## src/rtl/compare_unit_pkg.sv

```systemverilog
// Shared definitions for the registered compare unit.
package compare_unit_pkg;

   localparam int unsigned CMP_WIDTH_DEFAULT = 4;

   // One-hot-when-valid compare outcome.
   typedef struct packed {
      logic lt;
      logic eq;
      logic gt;
   } cmp_result_t;

endpackage : compare_unit_pkg

```

## src/rtl/compare_unit_core.sv

```systemverilog
// Combinational magnitude compare of a against b, signed or unsigned.
module compare_core #(
   parameter int unsigned WIDTH  = 4,
   parameter bit          SIGNED = 1'b1
) (
   input  logic [WIDTH-1:0] a,
   input  logic [WIDTH-1:0] b,
   output logic             lt,
   output logic             eq,
   output logic             gt
);

   logic sign_diff;
   logic ult;
   logic ugt;

   assign ult       = (a < b);
   assign ugt       = (a > b);
   assign sign_diff = SIGNED && (a[WIDTH-1] != b[WIDTH-1]);

   // When signs differ the negative operand is the smaller; otherwise the
   // unsigned order of the bit patterns matches the signed order.
   always_comb begin
      eq = (a == b);
      if (sign_diff) begin
         lt = a[WIDTH-1];
         gt = b[WIDTH-1];
      end else begin
         lt = ult;
         gt = ugt;
      end
   end

endmodule : compare_core

```

## src/rtl/compare_unit.sv

```systemverilog
// Registered comparator: one-cycle latency lt/eq/gt flags plus valid strobe.
module compare_unit
   import compare_unit_pkg::*;
#(
   parameter int unsigned WIDTH  = CMP_WIDTH_DEFAULT,
   parameter bit          SIGNED = 1'b1
) (
   input  logic             clk,
   input  logic             reset,
   input  logic             in_valid,
   input  logic [WIDTH-1:0] in1,
   input  logic [WIDTH-1:0] in2,
   output logic             out,
   output logic             eq,
   output logic             gt,
   output logic             out_valid
);

   cmp_result_t res_d;
   cmp_result_t res_q;
   logic        valid_q;

   compare_core #(
      .WIDTH  (WIDTH),
      .SIGNED (SIGNED)
   ) u_core (
      .a  (in1),
      .b  (in2),
      .lt (res_d.lt),
      .eq (res_d.eq),
      .gt (res_d.gt)
   );

   // Result register: reset clears, valid captures, otherwise flags hold.
   always_ff @(posedge clk) begin
      if (reset) begin
         res_q   <= '0;
         valid_q <= 1'b0;
      end else if (in_valid) begin
         res_q   <= res_d;
         valid_q <= 1'b1;
      end else begin
         valid_q <= 1'b0;
      end
   end

   assign out       = res_q.lt;
   assign eq        = res_q.eq;
   assign gt        = res_q.gt;
   assign out_valid = valid_q;

endmodule : compare_unit

```

## config.mk

```make
export PLATFORM = sky130hd
export DESIGN_NAME = compare_unit
export DESIGN_NICKNAME = d
export VERILOG_FILES = /design/src/rtl/compare_unit_pkg.sv /design/src/rtl/compare_unit_core.sv /design/src/rtl/compare_unit.sv
export SDC_FILE = /design/constraint.sdc
export NUM_CORES = 1
export LEC_CHECK = 0
export CAP_MARGIN = 25
export CELL_PAD_IN_SITES_DETAIL_PLACEMENT = 1
export CELL_PAD_IN_SITES_GLOBAL_PLACEMENT = 2
export CORE_MARGIN = 3
export CORE_UTILIZATION = 19
export CTS_CLUSTER_DIAMETER = 100
export DETAILED_ROUTE_END_ITERATION = 10
export MAX_ROUTING_LAYER = met4
export PLACE_DENSITY_LB_ADDON = 0.1
export SYNTH_ARGS = -nofsm -noshare
export SYNTH_HDL_FRONTEND = slang
export SYNTH_SLANG_ARGS = --single-unit
export TNS_END_PERCENT = 30
```

## constraint.sdc

```tcl
create_clock -name clk -period 1.77 [get_ports clk]
set_input_delay 0.354 -clock clk [delete_from_list [all_inputs] [get_ports clk]]
set_output_delay 0.354 -clock clk [all_outputs]
set_load 0.03 [all_outputs]
```

---- Word level (Yosys, flattened, before mapping) ----
Index checks and enable logic that the tools add are counted.
storage, ports and cells
  register bits ........................... 4
  input port bits ......................... 11
  output and inout port bits .............. 4
  logic and storage cells ................. 11
cells by class
  $lt $le $gt $ge ......................... 2
  eq/ne operators ......................... 2
  multiplexer cells ....................... 3
operators by type and width
  operator                       number
  4-bit equality test            1
  4-bit greater-than comparator  1
  4-bit < comparator             1
  1-bit 2-to-1 mux               3
  1-bit inequality test          1

---- Depth between registers and ports, before layout ----
Gate-level depths: netlist (run 1).
  depth after elaboration ................. 2
  gate-level depth with buffers ........... 5
  gate-level depth less buffers ........... 5

---- Cells and area by module ----
A second synthesis (run 1) with hierarchy kept.
second synthesis, totals
  cell total of the unflattened synthesis .. 27
  area total of the unflattened synthesis .. 250.2 sq um
modules (own cells, without submodules)
  module        instances  cells each  area an instance (sq um)  sequential area each (sq um)
  compare_unit  1          11          127.6                     80.1
  compare_core  1          16          122.6                     0.0

---- Worst setup path before layout (run 1) ----
No wires, ideal clock.
  path kind ............................... in2reg
  start point ............................. in in2[3]
  end point ............................... reg res_q (netlist bit gt)
  library setup time ...................... 58 ps
  arrival time ............................ 1,218 ps
  required time ........................... 1,712 ps
  path slack .............................. 494 ps
  stages .................................. 5
  buffers on the path ..................... 0
  cells stage by stage .................... inv_1 > ha_1 > and4_4 > a211oi_2 > o21a_1
on the way
  word-level cells in the longest chain between the ends .. 2
  elaborated cells between the ends (all ways) .. 3
  classes of those cells .................. order compare (1); eq/ne (1); mux (1)
ends and longest elaborated chain
  item                                                                    RTL line                                          text
  start: declaration                                                      compare_unit.sv:12                                input logic [WIDTH-1:0] in2,
  4-bit greater-than comparator or 1-bit inequality test (tied branches)  compare_unit_core.sv:18, compare_unit_core.sv:19
  1-bit 2-to-1 mux (*)                                                    compare_unit_core.sv:25                           if (sign_diff) begin
  end signal: assignment                                                  compare_unit.sv:40                                res_q <= res_d;
  end: declaration                                                        compare_unit.sv:20                                cmp_result_t res_q;
Every way passes the cells marked *; elsewhere a longest branch is shown, timed or not.
A chain may end at the register's enable or synchronous reset.

---- Worst setup path in the final report (run 1) ----
  start point ............................. reg res_q (netlist bit eq)
  end point ............................... out eq
RTL lines
  item              RTL line            text
  end: declaration  compare_unit.sv:14  output logic eq,
No word-level cell between the ends.

==> results of run 1 <==
[layout make-up]
type                            instances  area, um^2
Multi-Input combinational cell         17         151
Tap cell                               14        17.5
Inverter                                5        18.8
Sequential cell                         4        80.1
Fill cell                             146         726
Timing Repair Buffer                   16         155
Clock buffer                            3        22.5
[flip-flops by register name, indices dropped and copies added (netlist names)]
register,flops
gt,1
out_valid,1
eq,1
out,1
[metrics by stage]
step	utilization	setup slack, ns
after floorplan	-	0.494
after global placement	0.361	-0.0188
after detailed placement	0.361	-0.0260
after CTS	0.380	0.160
after global routing	0.380	0.136
final	0.380	0.164
[where the power goes]
group	internal, W	switching (W)
Sequential	0.0000968	0.00000262
Clock	0.0000756	0.0000345
Combinational	0.0000503	0.0000392
Total	0.000223	0.0000763
[cells in the mapped netlist (all sizes together)]
library cell / instances / area share
mux2i: 1 / 0.040
nor2b: 1 / 0.025
inv: 5 / 0.075
and4: 1 / 0.045
o211ai: 2 / 0.060
and2b: 1 / 0.030
o211a: 1 / 0.040
o32ai: 1 / 0.035
dfxtp: 4 / 0.32
ha: 4 / 0.20
a211oi: 1 / 0.050
nor2: 2 / 0.030
o21ai: 1 / 0.020
o21a: 1 / 0.030
[cell families after synthesis]
family / share of synthesized area
flip-flops: 0.320
multiplexers: 0.0400
buffers and inverters: 0.0750
AO/OA/AOI/OAI: 0.235
adder cells (fa/ha/maj): 0.200
AND/OR/NAND/NOR: 0.130
[metal layers]
layer / vias to the layer above / GRT usage / part of all wire
met5: - / - / 0
met4: 0 / 0.0373 / 0
met3: 0 / 0.0472 / 0.10
met2: 16 / 0.152 / 0.52
met1: 118 / 0.0781 / 0.38
li1: 131 / - / -
[cell usage in the layout, fill, tap and decap left out]
master / netlist / final
a211oi_2: 1 / 1
and2b_1: 1 / 1
and4_4: 1 / 1
buf_4: 0 / 2
clkbuf_4: 0 / 3
clkdlybuf4s50_1: 0 / 14
dfxtp_1: 4 / 4
ha_1: 4 / 4
inv_1: 5 / 5
mux2i_1: 1 / 1
nor2_1: 2 / 2
nor2b_1: 1 / 1
o211a_1: 1 / 1
o211ai_1: 2 / 2
o21a_1: 1 / 1
o21ai_0: 1 / 1
o32ai_1: 1 / 1
[final timing paths]
kind	from	end	cells past startpoint
worst max-delay path	eq$_SDFFE_PP0P_	eq	1
worst min-delay path	out$_SDFFE_PP0P_	out$_SDFFE_PP0P_	2
worst max register to register	gt$_SDFFE_PP0P_	gt$_SDFFE_PP0P_	3
worst min register to register	out$_SDFFE_PP0P_	out$_SDFFE_PP0P_	2
==> summary.txt, run 1 <==
Outcome
  • Status: complete, no violations

Placed design
  • Port bufs: 14
  • Dpl cells: 56
  • GP Congestion: between 0.7 and 0.8
  • Final HPWL DP: around 580 um
  • Post-DP Area: 423 um^2

STA
  • Final setup fails: 0
  • Final hold viol count: 0
  • Slew Limit Fails: 0
  • Final TNS setup: 0 ns
  • Tcrit/Tclk final: 0.907
  • Upper clock frequency limit: 623 MHz
  • Slew headroom: 0.785
  • RSZ-0062 raised after global routing: no
  • Final worst path period need: ~1.6 ns
  • Clock Skew: 0 ns
  • Worst hold margin: 0.475 ns
  • Worst Max-Slew Pin Slew: about 0.32 ns

Synth
  • Number of distinct library cells after synthesis: 14
  • Sequential-to-total area share from yosys stat: 0.320
  • YS warnings: 0
  • Syn Inst Count: 26
  • Yosys reg bits: 4
  • Mapped Area: about 250 um^2
  • Synth Area per Inst: 9.62 um^2
  • Mapped Nets: 41

CTS
  • Clock Path Buffers: 2
  • Post_cts resized: 0
  • Clock Sinks: 4
  • Clock root cell: clkbuf_4
  • H-tree depth: 1
  • Worst-path clk slew: 0.04 ns
  • Worst skew pair latency: about 0.23 ns
  • TritonCTS clock tree: yes
  • Postcts setup bufs: 0
  • Total CTS buffers: 3
  • Hold-fix buffers, CTS: 0

Floorplan
  • Row count: 12
  • Initial Util: 0.214
  • # IOs: 15
  • Core area: roughly 1200 um^2
  • Die Wd: around 42 um
  • Die Area: 1790 um^2
  • Die H: 42.3 um

Routing
  • Routed vias/inst: 4.49
  • Vias: ~270
  • Drt total wl: 674 um
  • DRT antenna net count: 0
  • DRT Pass-1 Iters: 4
  • WL per Instance: 11.4 um
  • DRC Markers: 0
  • Initial drt markers: 2

Worst setup path
  • Worst path arrival time: around 1.3 ns
  • CP max stage delay: 0.69 ns
  • Crit Path Max Fanout: 2
  • Crit path buf inv count: 1
  • CP Cell Sequence: clkdlybuf4s50_1
  • R2R setup slack: 1.00 ns
  • Startpoint types: flop
  • Crit Path Category: reg -> out
  • WP data required: 1.42 ns
  • Worst path slowest cell: clkdlybuf4s50_1
  • Crit path max-delay family: buffers and inverters
  • Crit. End Element: output pin

Pwr
  • Total power: 0.000299 W
  • Peak supply drop: 0.000362 V
  • Leakage: 0.206 nW
  • Power per cell area: 671 nW/um^2

Cells and area
  • Ratio of cells with drive above 1 in the final layout: 0.156
  • Post-layout nets: 62
  • Layout area overhead: 78.0%
  • Design area: 445 um^2
  • Non-Filler Instances: 59
  • N_diodes: 0

Global route
  • Overflow after GRT: 0
  • First-pass GRT wire length: roughly 1.1 mm
  • Largest net degree at the start of global routing: 7
  • Vias in the first global route: 284
  • Initial antenna violation count: 0
  • GR Util All Layers: 0.0875

Worst hold path
  • Worst hold path class: reg -> reg

Run
  • MaxCap Viol Count: 0
Note: power is estimated with default switching activity, not from simulation.
==> inputs of run 2 (changes only) <==
--- a/config.mk
+++ b/config.mk
@@ -9,7 +9,7 @@
 export CELL_PAD_IN_SITES_DETAIL_PLACEMENT = 1
 export CELL_PAD_IN_SITES_GLOBAL_PLACEMENT = 2
 export CORE_MARGIN = 3
-export CORE_UTILIZATION = 19
+export CORE_UTILIZATION = 18
 export CTS_CLUSTER_DIAMETER = 100
 export DETAILED_ROUTE_END_ITERATION = 10
 export MAX_ROUTING_LAYER = met4
==> constraint.sdc (replaced) <==
create_clock -name clk -period 1.6 [get_ports clk]
set_input_delay 0.32 -clock clk [delete_from_list [all_inputs] [get_ports clk]]
set_output_delay 0.32 -clock clk [all_outputs]
set_load 0.03 [all_outputs]
==> summary.txt, run 2 (synthesized netlist as in run 1, its figures left out) <==
STA
  • Final worst path period need: 1.56 ns
  • Final hold viol count: 0 (unchanged)
  • Tcrit/Tclk final: 0.972
  • Slew headroom: 0.788 (+0.00347)
  • Worst Max-Slew Pin Slew: 0.317 ns (-0.00519 ns)
  • Final setup fails: 0 (unchanged)
  • RSZ-0062 raised after global routing: no
  • Slew Limit Fails: 0 (unchanged)
  • Worst hold margin: 0.487 ns (+0.0119 ns)
  • Worst setup margin: 0.0442 ns (-0.120 ns)
  • Clock Skew: 0 ns (unchanged)
  • Upper clock frequency limit: approximately 640 MHz

Cells and area
  • Layout area overhead: 86.0%
  • Most common cell after layout, fill and taps aside: clkdlybuf4s50_1
  • N_diodes: 0 (unchanged)
  • Ratio of cells with drive above 1 in the final layout: 0.196 (+0.0401)
  • Most frequent cells in the layout: clkdlybuf4s50_1 (14), inv_1 (5), dfxtp_1 (4)
  • Post-layout nets: 63 (+1.6%)
  • Design area: 465 um^2 (+4.5%)
  • Final Core Density: 0.388 (+0.00716)
  • Fillers: 143 (-2.1%)

Pwr
  • Power per cell area: 719 nW/um^2 (+7.1%)
  • Leakage: 0.211 nW (+2.3%)
  • Peak supply drop: 0.000625 V (+73%)

Placed design
  • Port bufs: 14 (unchanged)
  • Pre-CTS setup slack: -0.202 ns (-0.176 ns)
  • GP Congestion: 0.608 (-15%)
  • Post-DP Area: 430 um^2 (+1.8%)
  • Final HPWL DP: 625 um (+6.9%)

Worst hold path
  • Worst hold path class: reg -> reg

Outcome
  • Status: complete, no violations

Global route
  • Overflow after GRT: 0 (unchanged)
  • Initial antenna violation count: 0 (unchanged)
  • Largest net degree at the start of global routing: 7 (unchanged)
  • First-pass GRT wire length: 1.19 mm (+4.2%)
  • Vias in the first global route: 277 (-2.5%)
  • GR Util All Layers: 0.0900 (+0.00253)

Floorplan
  • Die Area: 1870 um^2 (+4.8%)
  • Core area: 1200 um^2 (+2.6%)
  • Die Wd: 43.3 um (+2.4%)
  • Die H: 43.3 um (+2.4%)
  • Row count: 12 (unchanged)
  • Initial Util: 0.208 (-0.00534)
  • # IOs: 15 (unchanged)

Worst setup path
  • Worst path slowest cell: clkdlybuf4s50_1
  • Crit path buf inv count: 1 (unchanged)
  • Crit path max-delay family: buffers and inverters
  • R2R setup slack: 0.83 ns (-0.17 ns)
  • Worst path arrival time: 1.24 ns (about the same)
  • Crit Path Category: reg -> out
  • Startpoint types: flop
  • CP Cell Sequence: clkdlybuf4s50_1
  • Crit Path Max Fanout: 2 (unchanged)
  • WP data required: 1.28 ns (-0.14 ns)
  • Crit. End Element: output pin
  • CP max stage delay: 0.68 ns (about the same)

CTS
  • Worst-path clk slew: 0.04 ns (about the same)
  • Hold-fix buffers, CTS: 0 (unchanged)
  • Clock Path Buffers: 2 (unchanged)
  • Worst skew pair latency: 0.23 ns (about the same)
  • Clock root cell: clkbuf_4
  • TritonCTS clock tree: yes
  • H-tree depth: 1 (unchanged)
  • Clock Sinks: 4 (unchanged)
  • Total CTS buffers: 3 (unchanged)

Routing
  • DRT Pass-1 Iters: 4 (unchanged)
  • Vias: 257 (-3.0%)
  • DRT antenna net count: 0 (unchanged)
  • Drt total wl: 713 um (+5.8%)
  • WL per Instance: 11.9 um (+4.0%)
  • DRC Markers: 0 (unchanged)
  • Routed vias/inst: 4.28 (-4.6%)
  • Initial drt markers: 3 (+1)

Run
  • MaxCap Viol Count: 0 (unchanged)
## run 2: layout make-up
| class | instances | area (um^2) | area share |
|---|---|---|---|
| clock buffers | 3 | 22.5 | 0.0484 |
| well taps | 14 | 17.5 | 0.0376 |
| repair buffers | 17 | 163 | 0.349 |
| multi-input cells | 17 | 164 | 0.352 |
| flip-flops and latches | 4 | 80.1 | 0.172 |
| inverters | 5 | 18.8 | 0.0403 |
## run 2: stage by stage
stage	std cells	TNS, ns	total power, W
floorplan	26	0	0.000157
global placement	57	-0.261	0.000211
detailed placement	57	-0.442	0.000213
CTS	60	0	0.000340
global route	60	0	0.000366
finish	60	0	0.000335
## run 2: final timing paths
path | start | to | depth (start not counted)
worst max register to register | gt$_SDFFE_PP0P_ | gt$_SDFFE_PP0P_ | 3
worst min register to register | out$_SDFFE_PP0P_ | out$_SDFFE_PP0P_ | 2
worst max-delay path | eq$_SDFFE_PP0P_ | eq | 1
worst min-delay path | out$_SDFFE_PP0P_ | out$_SDFFE_PP0P_ | 2
## run 2: worst min-delay path: stages (launching register included)
cell and delay (ns):
dfxtp_1 0.31, inv_1 0.05, o32ai_1 0.07
## run 2: report_power, final
part	switching (W)	internal, W
combinational	0.0000445	0.0000593
sequential	0.00000311	0.000107
clock	0.0000370	0.0000835
total	0.0000846	0.000250
## run 2: layer usage
layer  up-vias  track usage  wire, um
li1        134            -         -
met1       112       0.0968       304
met2        11        0.136       344
met3         0       0.0763        65
met4         0            0         0
met5         -            -         0
## run 2: what timing repair did
item	4_1_cts	5_1_grt
gates resized for setup	0	1
buffers inserted	0	0
setup endpoints to repair	0	1
==> variant (config.mk and constraints of run 1) <==
Put a register stage on the output `out`, with the module's reset. The value now appears one clock later. The other outputs are not delayed to match.
--- a/src/rtl/compare_unit.sv
+++ b/src/rtl/compare_unit.sv
@@ -46,3 +46,9 @@
 
-   assign out       = res_q.lt;
+   always_ff @(posedge clk) begin
+      if (reset) begin
+         out <= '0;
+      end else begin
+         out <= res_q.lt;
+      end
+   end
    assign eq        = res_q.eq;
Formal check against the unedited RTL: not equivalent (Yosys sat finds a counterexample within 4 cycles, from zero or initial values and one cycle with reset high).
==> variant against run 1 <==
- area after synthesis rose by 9.5%
- sequential cell count rose by 1
- worst setup slack improved by 0.027 ns
- final area rose by 6.5%
- total power rose by 13%
- wire length fell by 5.6%
- synthesized cell count rose by 7.7%
- worst hold slack got worse by 0.024 ns
- first-iteration DRC count rose by 50%
- largest cell class is now multi-input combinational cells
- highest routed layer is now met4
==> variant: results (changes against run 1) <==
routed wl met3 - 71 microns (+1.4%)
post-synthesis compound-gate area fraction - 21.46% (-2.0 points)
Non-Filler Instances - 63 (+6.8%)
NetSw - 84.24 uW (+10%)
R2R Setup Slk - 1.02 ns (+0.02 ns)
GRT Util Overall - 8.124% (-0.63 points)
uppermost layer routed - met4
status - complete, no violations
vias per cell - 4.381 (-2.5%)
DRT Pass-1 Iters - 2 (-2)
Post-synth top flop - dfxtp_1
vias in the first global route - 288 (+1.4%)
sequential fraction of the synthesis area - 36.53% (+4.5 points)
# nets final - 64 (+3.2%)
warnings from Yosys - 0 (unchanged)
share of layout cells above drive strength 1 - 14.58% (-0.97 points)
main area contributors after synthesis - dfxtp_1, ha_1, inv_1, o211ai_1, a211oi_2
GP Congestion - 0.6482 (-9.7%)
Synth top area share - 36.53% (+4.5 points)
met1 WL - 251 microns (-2.0%)
top cells by instance count after synthesis - dfxtp_1, inv_1, ha_1
CP arrival - 1.23 ns (-0.02 ns)
fraction of synthesized area in multiplexers - 3.653% (-0.35 points)
Post-Synth Adder-Cell Area - 18.26% (-1.7 points)
worst vdd ir - 0.1335 mV (-63%)
combinational cell power - 86.6 uW (-3.1%)
Slowest Stage Delay on Critical Path - 0.67 ns (-0.02 ns)
Final Skew - 0.00003372 ns (+0.00003372 ns)
Max-Slew Margin vs Limit - 79.60% (+1.1 points)
first-pass GRT wire length - 1.041 mm (-8.5%)
Placed Area - 447.9 sq um (+5.9%)
met2 wire length - 297 microns (-15%)
syn_area_per_cell - 9.786 sq um (+1.7%)
Max Clock Freq - 633.3 MHz (+1.7%)
DP Wirelength - 567.2 microns (-3.0%)
clock-pin slew on the worst setup and hold paths - 0.04 ns (about the same)
Mapped Nets - 43 (+4.9%)
Fillers - 166 (+14%)
drt wl/cell - 10.10 microns (-12%)
dpl cells - 59 (+5.4%)
## variant: worst min path at each step
stage	from	to	slack [ns]	cells past startpoint
6_report	res_q[2]	out	0.45	2
3_3_place_gp	res_q[2]	out	0.43	2
2_1_floorplan	res_q[2]	out	0.41	2
5_1_grt	res_q[2]	out	0.46	2
3_5_place_dp	res_q[2]	out	0.45	2
4_1_cts	res_q[2]	out	0.46	2
## variant: layout make-up
| class | instances | area, sq um | area share, % |
|---|---|---|---|
| Clock buffer | 4 | 26.28 | 5.541 |
| Timing Repair Buffer | 16 | 155.1 | 32.72 |
| Tap cell | 15 | 18.77 | 3.958 |
| Sequential cell | 5 | 100.1 | 21.11 |
| Multi-Input combinational cell | 18 | 155.1 | 32.72 |
| Inverter | 5 | 18.77 | 3.958 |
## variant: metal layers
metal  GRT usage [%]  up-vias
li1                -      138
met1           7.143      123
met2           12.50       13
met3           2.905        2
met4           9.036        0
met5               -        -
